## src/rtl/uart_tx_ctrl.sv

```systemverilog
// UART transmit frame controller: sequences start/data/parity/stop and drives the serializer and line mux.
// Optional parity support is compiled in with `define UART_TX_PARITY_EN.
module uart_tx_ctrl #(
  parameter int DATA_WIDTH = 8,
  parameter int CNT_WIDTH  = 4
) (
  input  logic                  CLK,
  input  logic                  RST,
  input  logic [DATA_WIDTH-1:0] P_DATA,
  input  logic                  DATA_VALID,
  input  logic                  PAR_EN,
  input  logic                  PAR_TYP,
  input  logic                  SER_DONE,
  output logic                  SER_LOAD,
  output logic                  SER_EN,
  output logic [1:0]            MUX_SEL,
  output logic                  PAR_BIT,
  output logic                  BUSY,
  output logic                  TIMEOUT
);

  localparam logic [CNT_WIDTH-1:0] LP_LAST = CNT_WIDTH'(DATA_WIDTH);

  typedef enum logic [2:0] {
    S_IDLE,
    S_START,
    S_DATA,
    S_STOP
`ifdef UART_TX_PARITY_EN
    , S_PARITY
`endif
  } state_t;

  state_t               r_state;
  state_t               w_next;
  logic [CNT_WIDTH-1:0] r_cnt;
  logic                 r_timeout;
  logic                 w_timeout;
  logic                 w_accept;
  logic                 w_en;
  logic                 w_busy;
  logic [1:0]           w_mux;

`ifdef UART_TX_PARITY_EN
  logic r_par_en;
  logic r_par_bit;
  assign PAR_BIT = r_par_bit;
`else
  logic w_unused_par;
  assign w_unused_par = ^{P_DATA, PAR_EN, PAR_TYP};
  assign PAR_BIT      = 1'b0;
`endif

  always_comb begin
    w_next    = r_state;
    w_mux     = 2'b01;
    w_en      = 1'b0;
    w_busy    = 1'b0;
    w_timeout = 1'b0;
    w_accept  = DATA_VALID && (r_state == S_IDLE || r_state == S_STOP);
    case (r_state)
      S_IDLE: begin
        if (w_accept) w_next = S_START;
      end
      S_START: begin
        w_mux  = 2'b00;
        w_en   = 1'b1;
        w_busy = 1'b1;
        w_next = S_DATA;
      end
      S_DATA: begin
        w_mux  = 2'b10;
        w_en   = 1'b1;
        w_busy = 1'b1;
        if (SER_DONE) begin
`ifdef UART_TX_PARITY_EN
          w_next = r_par_en ? S_PARITY : S_STOP;
`else
          w_next = S_STOP;
`endif
        end else if (r_cnt == LP_LAST) begin
          // Serializer overran by one cycle: abort straight to STOP.
          w_timeout = 1'b1;
          w_next    = S_STOP;
        end
      end
`ifdef UART_TX_PARITY_EN
      S_PARITY: begin
        w_mux  = 2'b11;
        w_busy = 1'b1;
        w_next = S_STOP;
      end
`endif
      S_STOP: begin
        w_busy = 1'b1;
        w_next = w_accept ? S_START : S_IDLE;
      end
      default: w_next = S_IDLE;
    endcase
  end

  // Reset gates the outputs combinationally so nothing leaks while it is held.
  assign SER_LOAD = w_accept && !RST;
  assign SER_EN   = w_en && !RST;
  assign BUSY     = w_busy && !RST;
  assign MUX_SEL  = RST ? 2'b01 : w_mux;
  assign TIMEOUT  = r_timeout;

  always_ff @(posedge CLK) begin
    if (RST) begin
      r_state   <= S_IDLE;
      r_cnt     <= '0;
      r_timeout <= 1'b0;
    end else begin
      r_state   <= w_next;
      r_timeout <= w_timeout;
      if (r_state == S_DATA) r_cnt <= r_cnt + 1'b1;
      else                   r_cnt <= '0;
    end
  end

`ifdef UART_TX_PARITY_EN
  always_ff @(posedge CLK) begin
    if (RST) begin
      r_par_en  <= 1'b0;
      r_par_bit <= 1'b0;
    end else if (w_accept) begin
      r_par_en  <= PAR_EN;
      r_par_bit <= (^P_DATA) ^ PAR_TYP;
    end
  end
`endif

endmodule

```

## config.mk

```make
export PLATFORM = sky130hd
export DESIGN_NAME = uart_tx_ctrl
export DESIGN_NICKNAME = d
export VERILOG_FILES = /design/src/rtl/uart_tx_ctrl.sv
export SDC_FILE = /design/constraint.sdc
export NUM_CORES = 1
export LEC_CHECK = 0
export BUFFER_PORTS_ARGS = -buffer_cell sky130_fd_sc_hd__buf_4
export CAP_MARGIN = 0
export CORE_AREA = 2 2 39 41
export DETAILED_ROUTE_END_ITERATION = 7
export DIE_AREA = 0 0 41 43
export PLACE_DENSITY = 0.53
export SYNTH_ARGS = -nofsm -noshare
export SYNTH_HDL_FRONTEND = slang
export SYNTH_SLANG_ARGS = --single-unit
```

## constraint.sdc

```tcl
create_clock -name CLK -period 1.7 [get_ports CLK]
set_input_delay 0.34 -clock CLK [delete_from_list [all_inputs] [get_ports CLK]]
set_output_delay 0.34 -clock CLK [all_outputs]
set_load 0.01 [all_outputs]
```

== Word-level counts from Yosys, hierarchy flattened ==
Index checks and enable logic that the tools add are counted.
Storage, ports and cells
  bits in registers: 8
  output and inout port bits: 7
  logic and storage cells: 33
Cells by class
  add/subtract/negate cells: 1
  eq/ne operators: 6
  muxes and demuxes: 10
  bitwise logic cells: 1
  reduce and logical (&&, ||, !) cells: 12
Operator list (number)
  3-bit case mux with 4 select lines: 1
  3-bit 2-to-1 mux: 3
  3-bit by 2-bit == test with 1-bit output, second input constant: 2
  3-bit OR reduction: 2
  4-bit by 1-bit adder with 4-bit output, second input constant: 1
  4-bit == test, second input constant: 1
  1-bit logical AND: 4
  1-bit 2-to-1 mux: 4
  2-bit case mux with 2 select lines: 1
  2-bit OR reduction: 2
  3-bit by 1-bit == test with 1-bit output, second input constant: 1
  3-bit logical NOT: 1
  3-bit != test, second input constant: 1
  2-bit 2-to-1 mux: 1
  2-bit != test, second input constant: 1
  2-bit AND reduction: 1
  1-bit logical NOT: 1
  1-bit logical OR: 1
  1-bit inverter: 1

== Longest topological paths before layout ==
  depth in word-level cells: 5
  gate-level depth with buffers: 5

== Worst setup path before layout ==
Ideal clock, no wire load.
  path kind: flip-flop to output port
  start point: reg r_state[1]
  end point: out MUX_SEL[0]
  arrival: 1.052 ns
  data required time: 1.360 ns
  slack: 0.308 ns
  cell stages (with the launch flop): 6
  buffers on the path: 0
  cells stage by stage: dfxtp_1 inv_1 ha_1 inv_1 nor2_1 inv_1
Between the ends
  longest elaborated chain between the ends: 3
  elaborated cells on any way between the ends: 4
Ends and longest elaborated chain
  from (decl): line 34  | state_t r_state;
  from (signal assigned): line 115  | r_state <= w_next;
  3-bit by 2-bit == test with 1-bit output or 3-bit by 1-bit == test with 1-bit output (tied branches): line 61  | case (r_state)
  2-bit case mux with 2 select lines *: line 61
  2-bit 2-to-1 mux *: line 106  | assign MUX_SEL = RST ? 2'b01 : w_mux;
  to (decl): line 16  | output logic [1:0] MUX_SEL,
Every way passes the cells marked *; elsewhere a longest branch is shown, timed or not.

== Final worst setup path ==
Same ends and word-level chain as after synthesis.

==> flow_summary.json <==
{
  "run_status": "finished clean",
  "cts_buffers": 3,
  "vdd_drop_max_mv": 0.535,
  "path_class": "reg2out",
  "synthesis.nets": 63,
  "hold_violations": 0,
  "setup_viol": 0,
  "htreeDepth": 1,
  "fill_cells": 156,
  "grtUsageTotal_pct": 8.97,
  "min_period_ns": 1.62,
  "fin_nets": 77,
  "globalplace.congestion": 0.623,
  "drv_cap": 0,
  "synth_cells": 44,
  "initial_utilization_pct": 28.3,
  "combPwrFrac_pct": 46.1,
  "antenna_left": 0,
  "port_buffers": 9,
  "rsz0062_at_grt": "no",
  "firstDrtPassIters": 1,
  "fmax_mhz": 619,
  "rows": 14,
  "area_delta_synth_final_pct": 33.9,
  "syn-mean-instance-area_um2": 8.90,
  "via_count": 315,
  "cts_root_buf": "clkbuf_4",
  "crit_fanout": 5,
  "core_area_um2": 1380,
  "dp.cells": 69,
  "finalPower_uw": 646,
  "ys_ff_latch": 7,
  "dp_hpwl_um": 509,
  "p_seq_share_pct": 31.5,
  "p_leak_nw": 0.225,
  "cts.sinks": 7,
  "post-place-ws_ns": 0.240,
  "wirelength_um": 647,
  "antenna_cells": 0,
  "grt.overflow.total": 0,
  "p_int_uw": 434,
  "p_clk_share_pct": 22.4,
  "slew_viol_final": 0,
  "cp.arrival_ns": 1.28,
  "p_sw_share_pct": 32.9,
  "holdWs_ns": 0.262,
  "fin_setup_tns_ns": 0,
  "setup_ws_ns": 0.0836,
  "cts_tree": "done",
  "post_cts.repair.setup_buffers": 0,
  "dieArea_um2": 1760,
  "fin_cells": 73,
  "final_common_cell": "buf_4",
  "antenna_found_initial": 0,
  "layout_common_cells": "buf_4, inv_1, dfxtp_1, nor2_1, ha_1",
  "ys_warn_count": 0,
  "power_switching_uw": 213,
  "final_util_pct": 37.9,
  "clk_latency_ns": 0.24,
  "postPlaceCellArea_um2": 479,
  "start_kind": "flop",
  "synth_cell_types": 21,
  "first_iter_violations": 0,
  "synth_seq_area_share_pct": 35.8,
  "routedWlPerCell_um": 8.86,
  "drive_gt1_share_pct": 31.6,
  "fp.dieH_um": 43,
  "hold_class": "in2reg",
  "drc": 0,
  "grt_pass1_vias": 272,
  "clockBufferDepth": 2,
  "grt_max_degree": 7,
  "end_kind": "output pin",
  "final_area_um2": 524,
  "vias_per_cell": 4.32,
  "die_x_um": 41,
  "clk_pin_slew_ns": 0.05,
  "io_pins": 21,
  "finalCritPeriodShare_pct": 95.1,
  "netlist_area_um2": 392,
  "power.density_nw_per_um2": 1230,
  "finClkSkew_ns": 0.00260,
  "grt_pass1_wl_um": 1050,
  "required_ns": 1.36
}
## critical path: stages, from the launching register on
cell     delay (ns)
dfxtp_4        0.36
inv_1          0.06
ha_4           0.27
inv_1          0.05
nor2_2         0.11
inv_1          0.04
buf_4          0.13
## Yosys cell counts, drive strengths merged
library cell / n / area, µm²
nor2: 6 / 22.5
nand4: 1 / 6.26
and2: 1 / 6.26
nand3b: 1 / 20.0
xor2: 1 / 8.76
a31oi: 1 / 6.26
nor2b: 1 / 6.26
xnor2: 1 / 8.76
dfxtp: 7 / 140
a311o: 1 / 10.0
a32o: 1 / 10.0
ha: 5 / 62.6
nand2b: 2 / 12.5
o21ai: 1 / 5.00
nor3: 1 / 5.00
nand3: 1 / 5.00
buf: 1 / 7.51
a211oi: 2 / 15.0
conb: 1 / 3.75
inv: 8 / 30.0
## kinds of logic (layout without fill, tap and decap cells)
| group | after synthesis | after routing | synth area share (%) |
|---|---|---|---|
| flip-flops | 7 | 7 | 35.8 |
| XOR/XNOR | 2 | 2 | 4.47 |
| other | 1 | 1 | 0.958 |
| AO/OA/AOI/OAI | 6 | 6 | 11.8 |
| AND/OR/NAND/NOR | 14 | 14 | 21.4 |
| buffers and inverters | 9 | 22 | 9.59 |
| adder cells (fa/ha/maj) | 5 | 5 | 16.0 |
## repair_timing
action / 4_1_cts / 5_1_grt
setup endpoints to repair: 2 / 3
resized for setup: 1 / 3
hold buffers: 0 / 0
## power groups by stage
| stage | Sequential [mW] | Combinational [mW] | Clock [mW] |
|---|---|---|---|
| 2_1_floorplan | 0.201 | 0.171 | 0 |
| 3_3_place_gp | 0.205 | 0.258 | 0 |
| 3_5_place_dp | 0.205 | 0.254 | 0 |
| 4_1_cts | 0.203 | 0.258 | 0.152 |
| 5_1_grt | 0.206 | 0.336 | 0.158 |
| 6_report | 0.204 | 0.298 | 0.145 |
## layer usage
layer | global-route usage, % | vias to the layer above | wire (µm)
met5 | 0 | - | 0
met2 | 11.9 | 10 | 277
met4 | 8.00 | 0 | 17
li1 | - | 166 | -
met1 | 11.7 | 137 | 301
met3 | 1.57 | 2 | 52
## path summary, 6_finish.rpt
path                                 start          to  slack [ns]  cells past startpoint
worst max-delay path            r_state[1]  MUX_SEL[0]        0.08                      6
worst max register to register  r_state[0]  r_state[0]        0.37                      5
worst min-delay path              SER_DONE     TIMEOUT        0.26                      2
worst min register to register    r_cnt[0]    r_cnt[0]        0.46                      1
## registers in the layout, summed over array words and instances, names as in the netlist
name     cells
TIMEOUT      1
r_cnt        4
r_state      2
## cell type report
cell class | instances | area [µm²] | area share (%)
Multi-Input combinational cell | 28 | 229 | 43.7
Sequential cell | 7 | 144 | 27.4
Timing Repair Buffer | 10 | 75.1 | 14.3
Inverter | 8 | 30.0 | 5.73
Clock buffer | 4 | 26.3 | 5.01
Tap cell | 16 | 20.0 | 3.82
(Power assumes the default switching activity.)
